<file path="src/rtl/pool_pkg.sv">
// Shared types and constants for the 2x2 max-pooling controller.
// Holds the pixel width, the row-phase state encoding and a 2-input max helper.
package pool_pkg;

    localparam int pix_w = 8;

    typedef logic [pix_w-1:0] pixel_t;

    // Even input rows fill the line buffer; odd rows complete windows.
    typedef enum logic [0:0] {
        S_FILL = 1'b0,
        S_POOL = 1'b1
    } pool_state_t;

    function automatic pixel_t max2(input pixel_t a, input pixel_t b);
        return (a > b) ? a : b;
    endfunction

endpackage

</file>
<file path="src/rtl/pool2x2_ctrl_if.sv">
// Pixel stream interface for pool2x2_ctrl: raster input side and pooled output side.
// Handshake: a beat moves when valid & ready are both high on a rising clk edge; a
// producer holds valid and payload stable until that edge, and ready may depend on valid.
interface pool2x2_ctrl_if;
    import pool_pkg::*;

    logic   v_i;
    pixel_t data_i;
    logic   ready_o;
    logic   v_o;
    pixel_t data_o;
    logic   last_o;
    logic   ready_i;

    modport slave (
        input  v_i,
        input  data_i,
        input  ready_i,
        output ready_o,
        output v_o,
        output data_o,
        output last_o
    );

    modport master (
        output v_i,
        output data_i,
        output ready_i,
        input  ready_o,
        input  v_o,
        input  data_o,
        input  last_o
    );

endinterface

</file>
<file path="src/rtl/comp.sv">
// 4:1 unsigned max comparator, purely combinational.
// Ties resolve to the shared value since max of equal operands is that operand.
module comp
    import pool_pkg::*;
(
    input  pixel_t a,
    input  pixel_t b,
    input  pixel_t c,
    input  pixel_t d,
    output pixel_t result
);

    assign result = max2(max2(a, b), max2(c, d));

endmodule

</file>
<file path="src/rtl/pool2x2_linebuf.sv">
// One-row pixel line buffer: single write port, two asynchronous read ports.
// Contents are not reset; every entry is written during the even row before it is read.
module pool2x2_linebuf
    import pool_pkg::*;
#(
    parameter int width_p = 28,
    parameter int addr_w  = $clog2(width_p)
) (
    input  logic              clk,
    input  logic              wr_en,
    input  logic [addr_w-1:0] wr_addr,
    input  pixel_t            wr_data,
    input  logic [addr_w-1:0] rd_addr_lo,
    input  logic [addr_w-1:0] rd_addr_hi,
    output pixel_t            rd_data_lo,
    output pixel_t            rd_data_hi
);

    pixel_t mem [width_p];

    always_ff @(posedge clk) begin
        if (wr_en) begin
            mem[wr_addr] <= wr_data;
        end
    end

    assign rd_data_lo = mem[rd_addr_lo];
    assign rd_data_hi = mem[rd_addr_hi];

endmodule

</file>
<file path="src/rtl/pool2x2_ctrl.sv">
// 2x2 max-pooling controller over a raster pixel stream with one output register.
// Even rows are buffered; odd rows pair with the buffer to emit one pooled pixel per window.
module pool2x2_ctrl
    import pool_pkg::*;
#(
    parameter int width_p  = 28,
    parameter int height_p = 28
) (
    input  logic                  clk_i,
    input  logic                  reset_i,
    pool2x2_ctrl_if.slave         bus,
    output pool_state_t           dbg_state
);

    localparam int cw = $clog2(width_p);
    localparam int rw = $clog2(height_p);
    localparam logic [cw-1:0] col_last = cw'(width_p - 1);
    localparam logic [rw-1:0] row_last = rw'(height_p - 1);

    logic [cw-1:0] col;
    logic [rw-1:0] row;
    pool_state_t   state;
    pixel_t        prev;
    pixel_t        lb_lo;
    pixel_t        lb_hi;
    pixel_t        win_max;

    logic   v_q;
    pixel_t data_q;
    logic   last_q;

    logic ready;
    logic xfer;
    logic col_end;
    logic row_end;
    logic win_done;

    assign col_end = (col == col_last);
    assign row_end = (row == row_last);

    // Filling never touches the output register, so it accepts even while output stalls.
    assign ready    = (state == S_FILL) | ~v_q | bus.ready_i;
    assign xfer     = bus.v_i & ready;
    assign win_done = xfer & (state == S_POOL) & col[0];

    pool2x2_linebuf #(
        .width_p (width_p),
        .addr_w  (cw)
    ) u_linebuf (
        .clk        (clk_i),
        .wr_en      (xfer & (state == S_FILL)),
        .wr_addr    (col),
        .wr_data    (bus.data_i),
        .rd_addr_lo (col - cw'(1)),
        .rd_addr_hi (col),
        .rd_data_lo (lb_lo),
        .rd_data_hi (lb_hi)
    );

    comp u_comp (
        .a      (bus.data_i),
        .b      (prev),
        .c      (lb_lo),
        .d      (lb_hi),
        .result (win_max)
    );

    always_ff @(posedge clk_i) begin
        if (reset_i) begin
            col   <= '0;
            row   <= '0;
            state <= S_FILL;
        end else if (xfer) begin
            if (col_end) begin
                col   <= '0;
                row   <= row_end ? '0 : row + rw'(1);
                state <= (state == S_FILL) ? S_POOL : S_FILL;
            end else begin
                col <= col + cw'(1);
            end
        end
    end

    always_ff @(posedge clk_i) begin
        if (reset_i) begin
            prev <= '0;
        end else if (xfer && (state == S_POOL) && !col[0]) begin
            prev <= bus.data_i;
        end
    end

    // A completing window may only arrive when the register is empty or draining.
    always_ff @(posedge clk_i) begin
        if (reset_i) begin
            v_q    <= 1'b0;
            data_q <= '0;
            last_q <= 1'b0;
        end else if (win_done) begin
            v_q    <= 1'b1;
            data_q <= win_max;
            last_q <= row_end & col_end;
        end else if (v_q && bus.ready_i) begin
            v_q    <= 1'b0;
            last_q <= 1'b0;
        end
    end

    assign bus.ready_o = ready;
    assign bus.v_o     = v_q;
    assign bus.data_o  = data_q;
    assign bus.last_o  = last_q;
    assign dbg_state   = state;

endmodule

</file>
<file path="src/flat_wrapper.sv">
// flat-port wrapper written by rule: the top's interface ports become plain ports
module pool2x2_ctrl_flat import pool_pkg::*;
#(
    parameter int width_p  = 28,
    parameter int height_p = 28
)
  (clk_i, reset_i, dbg_state, bus_v_i, bus_data_i, bus_ready_i, bus_ready_o, bus_v_o, bus_data_o, bus_last_o);
  pool2x2_ctrl_if bus_i ();
  input  logic clk_i;
  input  logic reset_i;
  output pool_state_t dbg_state;
  input wire logic [$bits(bus_i.v_i)-1:0] bus_v_i;
  input wire logic [$bits(bus_i.data_i)-1:0] bus_data_i;
  input wire logic [$bits(bus_i.ready_i)-1:0] bus_ready_i;
  output wire logic [$bits(bus_i.ready_o)-1:0] bus_ready_o;
  output wire logic [$bits(bus_i.v_o)-1:0] bus_v_o;
  output wire logic [$bits(bus_i.data_o)-1:0] bus_data_o;
  output wire logic [$bits(bus_i.last_o)-1:0] bus_last_o;
  assign bus_i.v_i = bus_v_i;
  assign bus_i.data_i = bus_data_i;
  assign bus_i.ready_i = bus_ready_i;
  assign bus_ready_o = bus_i.ready_o;
  assign bus_v_o = bus_i.v_o;
  assign bus_data_o = bus_i.data_o;
  assign bus_last_o = bus_i.last_o;
  pool2x2_ctrl #(.width_p(width_p), .height_p(height_p)) u_core (.clk_i(clk_i), .reset_i(reset_i), .bus(bus_i), .dbg_state(dbg_state));
endmodule
</file>
<file path="config.mk">
export PLATFORM = sky130hd
export DESIGN_NAME = pool2x2_ctrl_flat
export DESIGN_NICKNAME = d
export VERILOG_FILES = /design/src/rtl/pool_pkg.sv /design/src/rtl/pool2x2_ctrl_if.sv /design/src/rtl/comp.sv /design/src/rtl/pool2x2_linebuf.sv /design/src/rtl/pool2x2_ctrl.sv /design/src/flat_wrapper.sv
export SDC_FILE = /design/constraint.sdc
export NUM_CORES = 1
export LEC_CHECK = 0
export ABC_AREA = 1
export CORE_UTILIZATION = 60
export CTS_BUF_LIST = sky130_fd_sc_hd__clkbuf_16
export DETAILED_ROUTE_END_ITERATION = 10
export PLACE_DENSITY = 0.8
export SETUP_SLACK_MARGIN = 0.05
export SYNTH_ARGS = -nofsm -noshare
export SYNTH_HDL_FRONTEND = slang
export SYNTH_SLANG_ARGS = --single-unit
export TNS_END_PERCENT = 10
</file>
<file path="constraint.sdc">
create_clock -name clk_i -period 10.1 [get_ports clk_i]
set_input_delay 2.525 -clock clk_i [delete_from_list [all_inputs] [get_ports clk_i]]
set_output_delay 2.525 -clock clk_i [all_outputs]
set_load 0.1 [all_outputs]
</file>
---- Yosys cells after proc, flatten, opt, wreduce, memory -nomap -nowiden ----
Memory sizes are Yosys's and may differ from the RTL's. A register that Yosys moved wholly into a read port is not among the register bits.
Cells that the tools add are included.
storage, ports and cells
  bits in registers ....................... 29
  RAM bits ................................ 224
  bits of input ports ..................... 12
  output and inout bits ................... 12
  memories ................................ 1
memories
  memory                depth  bits a word  read ports  clocked after Yosys merged registers in  write ports  line                   text
  u_core.u_linebuf.mem  28     8            2           1                                        1            pool2x2_linebuf.sv:19  pixel_t mem [width_p];
operators by class
  add/sub/neg operators ................... 3
  magnitude comparators ................... 3
  equality and inequality tests ........... 2
  muxes and demuxes ....................... 13
  bitwise logic cells ..................... 9
  reduce and logical (&&, ||, !) cells .... 6
operators by type and width
  cell                                               number
  greater-than comparator 8 bit                      3
  2-to-1 mux 8 bit                                   3
  2-to-1 mux 5 bit                                   4
  adder 5 x 1 -> 5 bit (second input constant)       2
  equality test 5 bit (second input constant)        2
  2-to-1 mux 1 bit                                   6
  AND 1 bit                                          5
  subtractor 5 x 1 -> 5 bit (second input constant)  1
  logical AND 1 bit                                  3
  NOT 1 bit                                          2
  bitwise OR 1 bit                                   2
  AND reduction 2 bit                                1
  nonzero test 2 bit                                 1
  logical NOT 1 bit                                  1

---- Longest topological paths before layout ----
Gate-level depths: netlist of the first run.
  depth after elaboration ................. 7
  depth in mapped cells ................... 35
  mapped depth without buffers ............ 30

---- Cells and area by module ----
A second synthesis of the first run with hierarchy kept.
second synthesis, totals
  cells, all modules ...................... 1808
  area total of the unflattened synthesis .. 14431.3 µm²
by module, submodules not included
  module           times used  cells an instance  area an instance (µm²)  seq. area each (µm²)
  pool2x2_linebuf  1           1422               11957.7                 6726.5
  pool2x2_ctrl     1           198                1401.3                  580.6
  comp             1           188                1072.3                  0.0

---- Worst setup path before layout of the first run ----
Ideal clock, no wire load.
  path type ............................... input to output
  start ................................... input port bus_ready_i
  end ..................................... output port bus_ready_o
  arrival time ............................ 3223 ps
  data required time ...................... 7575 ps
  slack ................................... 4352 ps
  cell stages on the path ................. 2
  buffers on the path ..................... 0
  cell sequence ........................... nor2_1 -> nand2_1
on the way
  cells in the longest elaborated chain, start to end .. 1
RTL lines
  element             line                text
  start: declaration  flat_wrapper.sv:14  input wire logic [$bits(bus_i.ready_i)-1:0] bus_ready_i;
  bitwise OR 1 bit    pool2x2_ctrl.sv:42  assign ready = (state == S_FILL) | ~v_q | bus.ready_i;
  end: declaration    flat_wrapper.sv:15  output wire logic [$bits(bus_i.ready_o)-1:0] bus_ready_o;
No other way between the ends.

---- Worst setup path in the final report of the first run ----
  start ................................... register u_core.col[0]
  end ..................................... register u_core.data_q[4], in the netlist u_core.bus.data_o[4]
on the way
  cells in the longest elaborated chain, start to end .. 6
RTL lines
  element                        line                 text
  start: declaration             pool2x2_ctrl.sv:20   logic [cw-1:0] col;
  start signal: assignment       pool2x2_ctrl.sv:79   col <= col + cw'(1);
  subtractor 5 x 1 -> 5 bit      pool2x2_ctrl.sv:54   .rd_addr_lo (col - cw'(1)),
  memory (28 x 8 bit)            --
  greater-than comparator 8 bit  pool_pkg.sv:16       return (a > b) ? a : b;
  2-to-1 mux 8 bit               pool_pkg.sv:16
  greater-than comparator 8 bit  pool_pkg.sv:16
  2-to-1 mux 8 bit               pool_pkg.sv:16
  end signal: assignment         pool2x2_ctrl.sv:100  data_q <= win_max;
  end: declaration               pool2x2_ctrl.sv:29   pixel_t data_q;
Parallel ways exist; a longest one is shown, timed or not.
A chain may end at the register's enable or synchronous reset.

==> summary.txt, run 1 <==
Status
  • Status: finished, violations left
  • Failing checks: design-rule violations

Clock tree
  • Post_cts resized: 0
  • Worst-skew pair later-pin latency: 0.55 ns
  • Clock Path Buffers: 3
  • CTS tree: yes
  • Reg clk slew, reported paths: 0.06 ns
  • CTS Hold Bufs: 0
  • CTS root buffer: clkbuf_16
  • Setup Buffers After CTS: 0
  • H-tree depth: 1
  • CTS buffer count: 27
  • Clock sinks: 258

Global route
  • Antenna violations before repair: 0
  • GRT Residual Overflow: 0
  • Largest net degree at the start of global routing: 87
  • Global-route wire length before repair: 63.1 mm
  • GRT Util Overall: 34.7%
  • Vias in the first global route: 11541

Die
  • I/O Pins: 24
  • Cell Rows: 55
  • Die ar.: 0.0236 mm²
  • Initial core utilization: 61.1%
  • Core Box Area: 0.0226 mm²
  • Die height: 154 µm
  • Die span in x: 154 µm

Timing
  • Min cycle time layout: 7.34 ns
  • Headroom to the max-slew limit: 25.5%
  • RSZ-0062 raised after global routing: false
  • Maximum clock frequency: 136 MHz
  • Clock Skews: 0.0176 ns
  • Max-slew violations: 0
  • Hold Vio Cnt, Final: 0
  • Crit share post-route: 72.7%
  • Measured slew at the worst slew-check pin: 1.12 ns
  • Setup TNS Final: 0 ns
  • # setup viols final: 0

Final layout
  • Multi-input gate area: 0.00557 mm²
  • Layout cells sized above 1: 4.56%
  • Fin util: 66.5%
  • Register Area: 0.00742 mm²
  • Area Overhead vs Synth: 8.75%
  • Fill count: 1891
  • ANT cells: 0
  • Final net count: 1690

Worst setup path
  • CP max-delay cell: inv_1
  • Max FO, Critical Path: 67
  • Crit. End Element: register
  • Critical path class: reg2reg
  • WP data required: 10.56 ns
  • Worst path max stage delay: 0.90 ns
  • Startpoint Class: register
  • Worst Path Arrival: 7.80 ns
  • CP most frequent cell: nand2_1
  • R2R cell count: 29

Power
  • Pwr/cell area: 182 mW/mm²
  • Net Sw Frac: 30.0%
  • Internal power: 0.00191 W
  • Switching power: 0.000820 W
  • Seq pwr share: 43.2%
  • Comb pwr share: 20.8%
  • Worst ir drop on vdd: 0.144 mV
  • Clock group share of total power: 36.0%
  • Leak: 6.07 nW

Logic synthesis
  • Yosys Warn Count: 0
  • Post-Syn Area per Cell: 8.26 µm²
  • Mapped Nets: 1713
  • Synth Instances: 1671
  • Synth cell types: 29
  • Post-Syn Area: 0.0138 mm²
  • Post-synthesis sequential area ratio: 53.7%
  • #FFs+latches synth: 258

Detailed routing
  • DRC violations left: 1
  • Initial drt markers: 1704
  • Drt via density: 6.22
  • Wire length per cell: 20.7 µm
  • First drt pass iteration count: 9
  • Routed Antenna Nets: 0
  • Vias post-DR: 12146
  • Post-Route WL: 40.5 mm

Placed design
  • Placer Congestion: 0.935
  • Port Buf Inserts: 23
  • Detailed placement HPWL: 24.7 mm

Hold path
  • Hold path cells: 2
  • Type of the worst min-delay path: reg2reg

Flow run
  • Max-cap violations: 0
==> placed cells by master, fill, tap and decap left out <==
master,count
clkinv_1,7
nor3b_1,1
dfxtp_1,31
o21ai_0,52
nand3_1,340
xor2_2,1
xnor2_4,1
inv_1,108
ha_2,1
o211ai_1,18
nor3_1,5
nor2_2,2
clkdlybuf4s50_1,23
clkbuf_16,29
clkinv_2,5
buf_4,19
bufinv_16,2
dfxtp_2,1
edfxtp_1,224
inv_2,5
or2_2,2
and2_1,13
a21oi_1,49
nand2_2,1
nor2_1,96
nand2_1,587
ha_1,29
o21a_1,3
xnor2_1,1
clkinvlp_4,1
clkinv_4,1
nand4_1,2
xor2_4,1
o21ai_1,1
dfxtp_4,2
xor2_1,2
inv_6,2
==> through the flow <==
stage | power [W] | worst slack, ns | area [µm²] | hold slack [ns] | std cells
floorplan | 0.00159 | 4.35 | 13800 | 0.441 | 1671
global placement | 0.00175 | 3.11 | 14100 | 0.461 | 1904
detailed placement | 0.00175 | 3.06 | 14100 | 0.466 | 1904
CTS | 0.00272 | 3.01 | 15000 | 0.477 | 1953
global route | 0.00283 | 2.39 | 15000 | 0.494 | 1953
finish | 0.00273 | 2.76 | 15000 | 0.476 | 1953
==> state kept, by name, indices dropped and copies added (netlist names), named ones only <==
| register | flops |
|---|---|
| u_core.col | 5 |
| u_core.bus.last_o | 1 |
| u_core.dbg_state | 1 |
| u_core.bus.v_o | 1 |
| u_core.u_linebuf.mem | 224 |
| u_core.prev | 8 |
| u_core.row | 5 |
| u_core.bus.data_o | 8 |
==> Yosys cell counts (all sizes together) <==
master,n,area (µm²)
xnor2,2,25.0
nor3b,1,7.51
clkbuf,28,105
clkinv,1,3.75
nand2,588,2210
buf,66,329
nand3,340,1700
nor2,98,373
and2,13,81.3
dfxtp,34,681
or2,2,12.5
o21ai,53,265
nor3,5,25.0
xor2,4,50.1
nand4,2,12.5
ha,30,375
a21oi,49,245
inv,110,413
o21a,3,22.5
edfxtp,224,6730
o211ai,18,135
==> critical path: cells and delay by family (launching register included) <==
kind | cells | cell delay [ns]
buffers and inverters | 7 | 2.63
AND/OR/NAND/NOR | 15 | 1.86
AO/OA/AOI/OAI | 4 | 1.37
adder cells (fa/ha/maj) | 3 | 0.95
flip-flops | 1 | 0.36
==> kinds of logic (layout without fill, tap and decap cells) <==
| logic type | count (synthesis) | count (layout) | synth area share (%) |
|---|---|---|---|
| simple gates | 1049 | 1049 | 32.1 |
| flops | 258 | 258 | 53.7 |
| buf+inv | 205 | 202 | 6.17 |
| compound gates | 123 | 123 | 4.84 |
| fa+ha+maj | 30 | 30 | 2.72 |
| xor+xnor | 6 | 6 | 0.544 |
==> cell type report <==
type	instances	area share (%)
Inverter	111	2.78
Tap cell	285	2.38
Multi-Input combinational cell	1208	37.1
Timing Repair Buffer	42	2.48
Clock buffer	29	4.84
Clock inverter	20	1.02
Sequential cell	258	49.4
==> final timing paths <==
kind | startpoint | endpoint | slack, ns
setup / recovery | u_core.col[0] | u_core.bus.data_o[4] | 2.76
setup reg to reg | u_core.col[0] | u_core.bus.data_o[4] | 2.76
hold reg to reg | u_core.bus.data_o[5] | u_core.bus.data_o[5] | 0.48
hold / removal | u_core.bus.data_o[5] | u_core.bus.data_o[5] | 0.48
==> power by group through the flow <==
stage | clock (W) | combinational, W | sequential [W]
floorplan | 0 | 0.000392 | 0.00119
global placement | 0 | 0.000549 | 0.00120
detailed placement | 0 | 0.000550 | 0.00120
CTS | 0.000985 | 0.000555 | 0.00118
global route | 0.00102 | 0.000622 | 0.00118
finish | 0.000984 | 0.000568 | 0.00118
==> routing by layer <==
layer	global-route usage, %	up-vias	share of wire (%)	wire length, µm
met3	5.92	121	12	4870
met5	0	-	0	0
met4	15.2	0	3.6	1480
met2	55.1	863	46	18600
met1	47.2	5608	38	15500
li1	-	5554	-	-
Note: power is estimated with default switching activity, not from simulation.
==> run 2, diff against run 1 <==
Clock period 10.1 ns to 7.29 ns, I/O delays scaled along.
==> run 2 against run 1 <==
The run now ends clean. Final area increased by 0.30%. Critical path depth decreased by 2. First-iteration DRC count is 8.6% lower. Fmax increased by 19%. Non-clock buffer count is 3 higher. Sequential power is 39% higher. Die area did not move. Clock-buffer cell count stayed put. Sequential share of layout area shrank 0.15 points.
==> summary.txt, run 2 (synthesis results as in run 1) <==
Power
  • Leak: 6.11 nW (+0.64%)
  • Worst ir drop on vdd: 0.213 mV (+48%)
  • Pwr/cell area: 253 mW/mm² (+39%)

Global route
  • Global-route wire length before repair: 62.6 mm (-0.70%)
  • GRT Residual Overflow: 0 (unchanged)
  • Largest net degree at the start of global routing: 78 (-10%)
  • GRT Util Overall: 34.8% (+0.14 points)
  • Vias in the first global route: 11422 (-1.0%)
  • Antenna violations before repair: 0 (unchanged)

Timing
  • Crit share post-route: 84.7% (+12 points)
  • Max-slew violations: 0 (unchanged)
  • Hold Vio Cnt, Final: 0 (unchanged)
  • Headroom to the max-slew limit: 25.0% (-0.47 points)
  • Measured slew at the worst slew-check pin: 1.12 ns (+0.00421 ns)
  • Clock Skews: 0.00948 ns (-0.00814 ns)
  • # setup viols final: 0 (unchanged)
  • Maximum clock frequency: 162 MHz (+19%)
  • Min cycle time layout: 6.17 ns (-1.17 ns)
  • Setup TNS Final: 0 ns (unchanged)
  • RSZ-0062 raised after global routing: false

Final layout
  • Register Area: 0.00742 mm² (unchanged)
  • Max reg flops: 224 (unchanged)
  • Final net count: 1694 (+0.24%)
  • Area Overhead vs Synth: 9.08%
  • Commonest non-fill, non-tap cell in the layout: nand2_1
  • Most flops, register: u_core.u_linebuf.mem
  • Multi-input gate area: 0.00554 mm² (-0.40%)
  • Most frequent cells in the layout: 587 x nand2_1, 340 x nand3_1, 224 x edfxtp_1, 111 x inv_1, 96 x nor2_1
  • Layout cells sized above 1: 4.73% (+0.17 points)
  • Fill count: 1830 (-3.2%)
  • Design area: 0.0151 mm² (+0.30%)

Die
  • Core Box Area: 0.0226 mm² (unchanged)
  • I/O Pins: 24 (unchanged)
  • Die ar.: 0.0236 mm² (unchanged)
  • Die height: 154 µm (unchanged)
  • Die span in x: 154 µm (unchanged)
  • Initial core utilization: 61.1% (unchanged)
  • Cell Rows: 55 (unchanged)

Placed design
  • Port Buf Inserts: 23 (unchanged)
  • Detailed placement HPWL: 24.6 mm (-0.49%)
  • Dpl cell area: 0.0142 mm² (+0.18%)
  • Placer Congestion: 0.992 (+6.1%)

Clock tree
  • Post_cts resized: 0 (unchanged)
  • CTS Hold Bufs: 0 (unchanged)
  • CTS tree: yes
  • Clock sinks: 258 (unchanged)
  • Reg clk slew, reported paths: 0.06 ns (about the same)
  • CTS buffer count: 28 (+3.7%)
  • Setup Buffers After CTS: 0 (unchanged)
  • H-tree depth: 1 (unchanged)
  • Worst-skew pair later-pin latency: 0.54 ns (about the same)
  • CTS root buffer: clkbuf_16
  • Clock Path Buffers: 3 (unchanged)

Detailed routing
  • Drt via density: 6.16 (-0.95%)
  • Post-Route WL: 40.8 mm (+0.59%)
  • Wire length per cell: 20.8 µm (+0.39%)
  • Routed Antenna Nets: 0 (unchanged)
  • First drt pass iteration count: 6 (-3)
  • Vias post-DR: 12055 (-0.75%)
  • DRC violations left: 0 (-1)
  • Initial drt markers: 1558 (-8.6%)

Worst setup path
  • CP most frequent cell: nand3_1
  • CP max-delay cell: buf_4
  • Worst path max stage delay: 0.64 ns (-0.26 ns)
  • Crit. End Element: register
  • CP delay by family, top: simple AND/OR/NAND/NOR gates
  • Worst Path Arrival: 6.62 ns (-1.18 ns)
  • Max FO, Critical Path: 66 (-1.5%)
  • WP data required: 7.74 ns (-2.82 ns)
  • Crit path buf inv count: 5 (-2)
  • Startpoint Class: register
  • Critical path class: reg2reg

Flow run
  • Max-cap violations: 0 (unchanged)

Hold path
  • Type of the worst min-delay path: reg2reg

Status
  • Status: finished clean
## run 2: layout make-up
class,count,area share (%)
clock inverter,20,1.13
multi-input combinational,1208,36.8
inverter,111,2.77
antenna,1,0.0166
clock buffer,29,4.82
tap,285,2.37
sequential,258,49.3
timing repair buffer,45,2.79
## run 2: final timing paths
path,start,end,slack (ns),depth (start not counted)
min reg2reg,u_core.bus.data_o[5],u_core.bus.data_o[5],0.47,2
max reg2reg,u_core.col[0],u_core.bus.data_o[2],1.12,27
min,u_core.bus.data_o[5],u_core.bus.data_o[5],0.47,2
max,u_core.col[0],u_core.bus.data_o[2],1.12,27
## run 2: per-stage QoR
step / instances / power [W] / utilization [%] / setup WS, ns / hold slack [ns]
after floorplan: 1671 / 0.00220 / - / 2.42 / 0.441
after global placement: 1907 / 0.00242 / 62.7 / 1.37 / 0.455
after detailed placement: 1907 / 0.00243 / 62.7 / 1.32 / 0.458
after CTS: 1956 / 0.00379 / 66.7 / 1.27 / 0.469
after global routing: 1956 / 0.00394 / 66.7 / 0.570 / 0.476
final: 1957 / 0.00381 / 66.7 / 1.12 / 0.472
## run 2: where the power goes
group,internal (W),switching (W),total (W)
sequential,0.00162,0.0000227,0.00164
clock,0.000820,0.000569,0.00139
combinational,0.000245,0.000534,0.000778
total,0.00268,0.00113,0.00381
## run 2: worst min-delay path, stage by stage (launching register included)
cell	delay [ns]
dfxtp_1	0.31
nand2_1	0.06
a21oi_1	0.05
## run 2: layer usage
layer | GRT usage [%] | up-vias | share of wire, %
met2 | 55.3 | 812 | 46
met4 | 19.9 | 0 | 5.1
met3 | 5.21 | 138 | 11
li1 | - | 5558 | -
met1 | 46.0 | 5547 | 37
met5 | 0 | - | 0
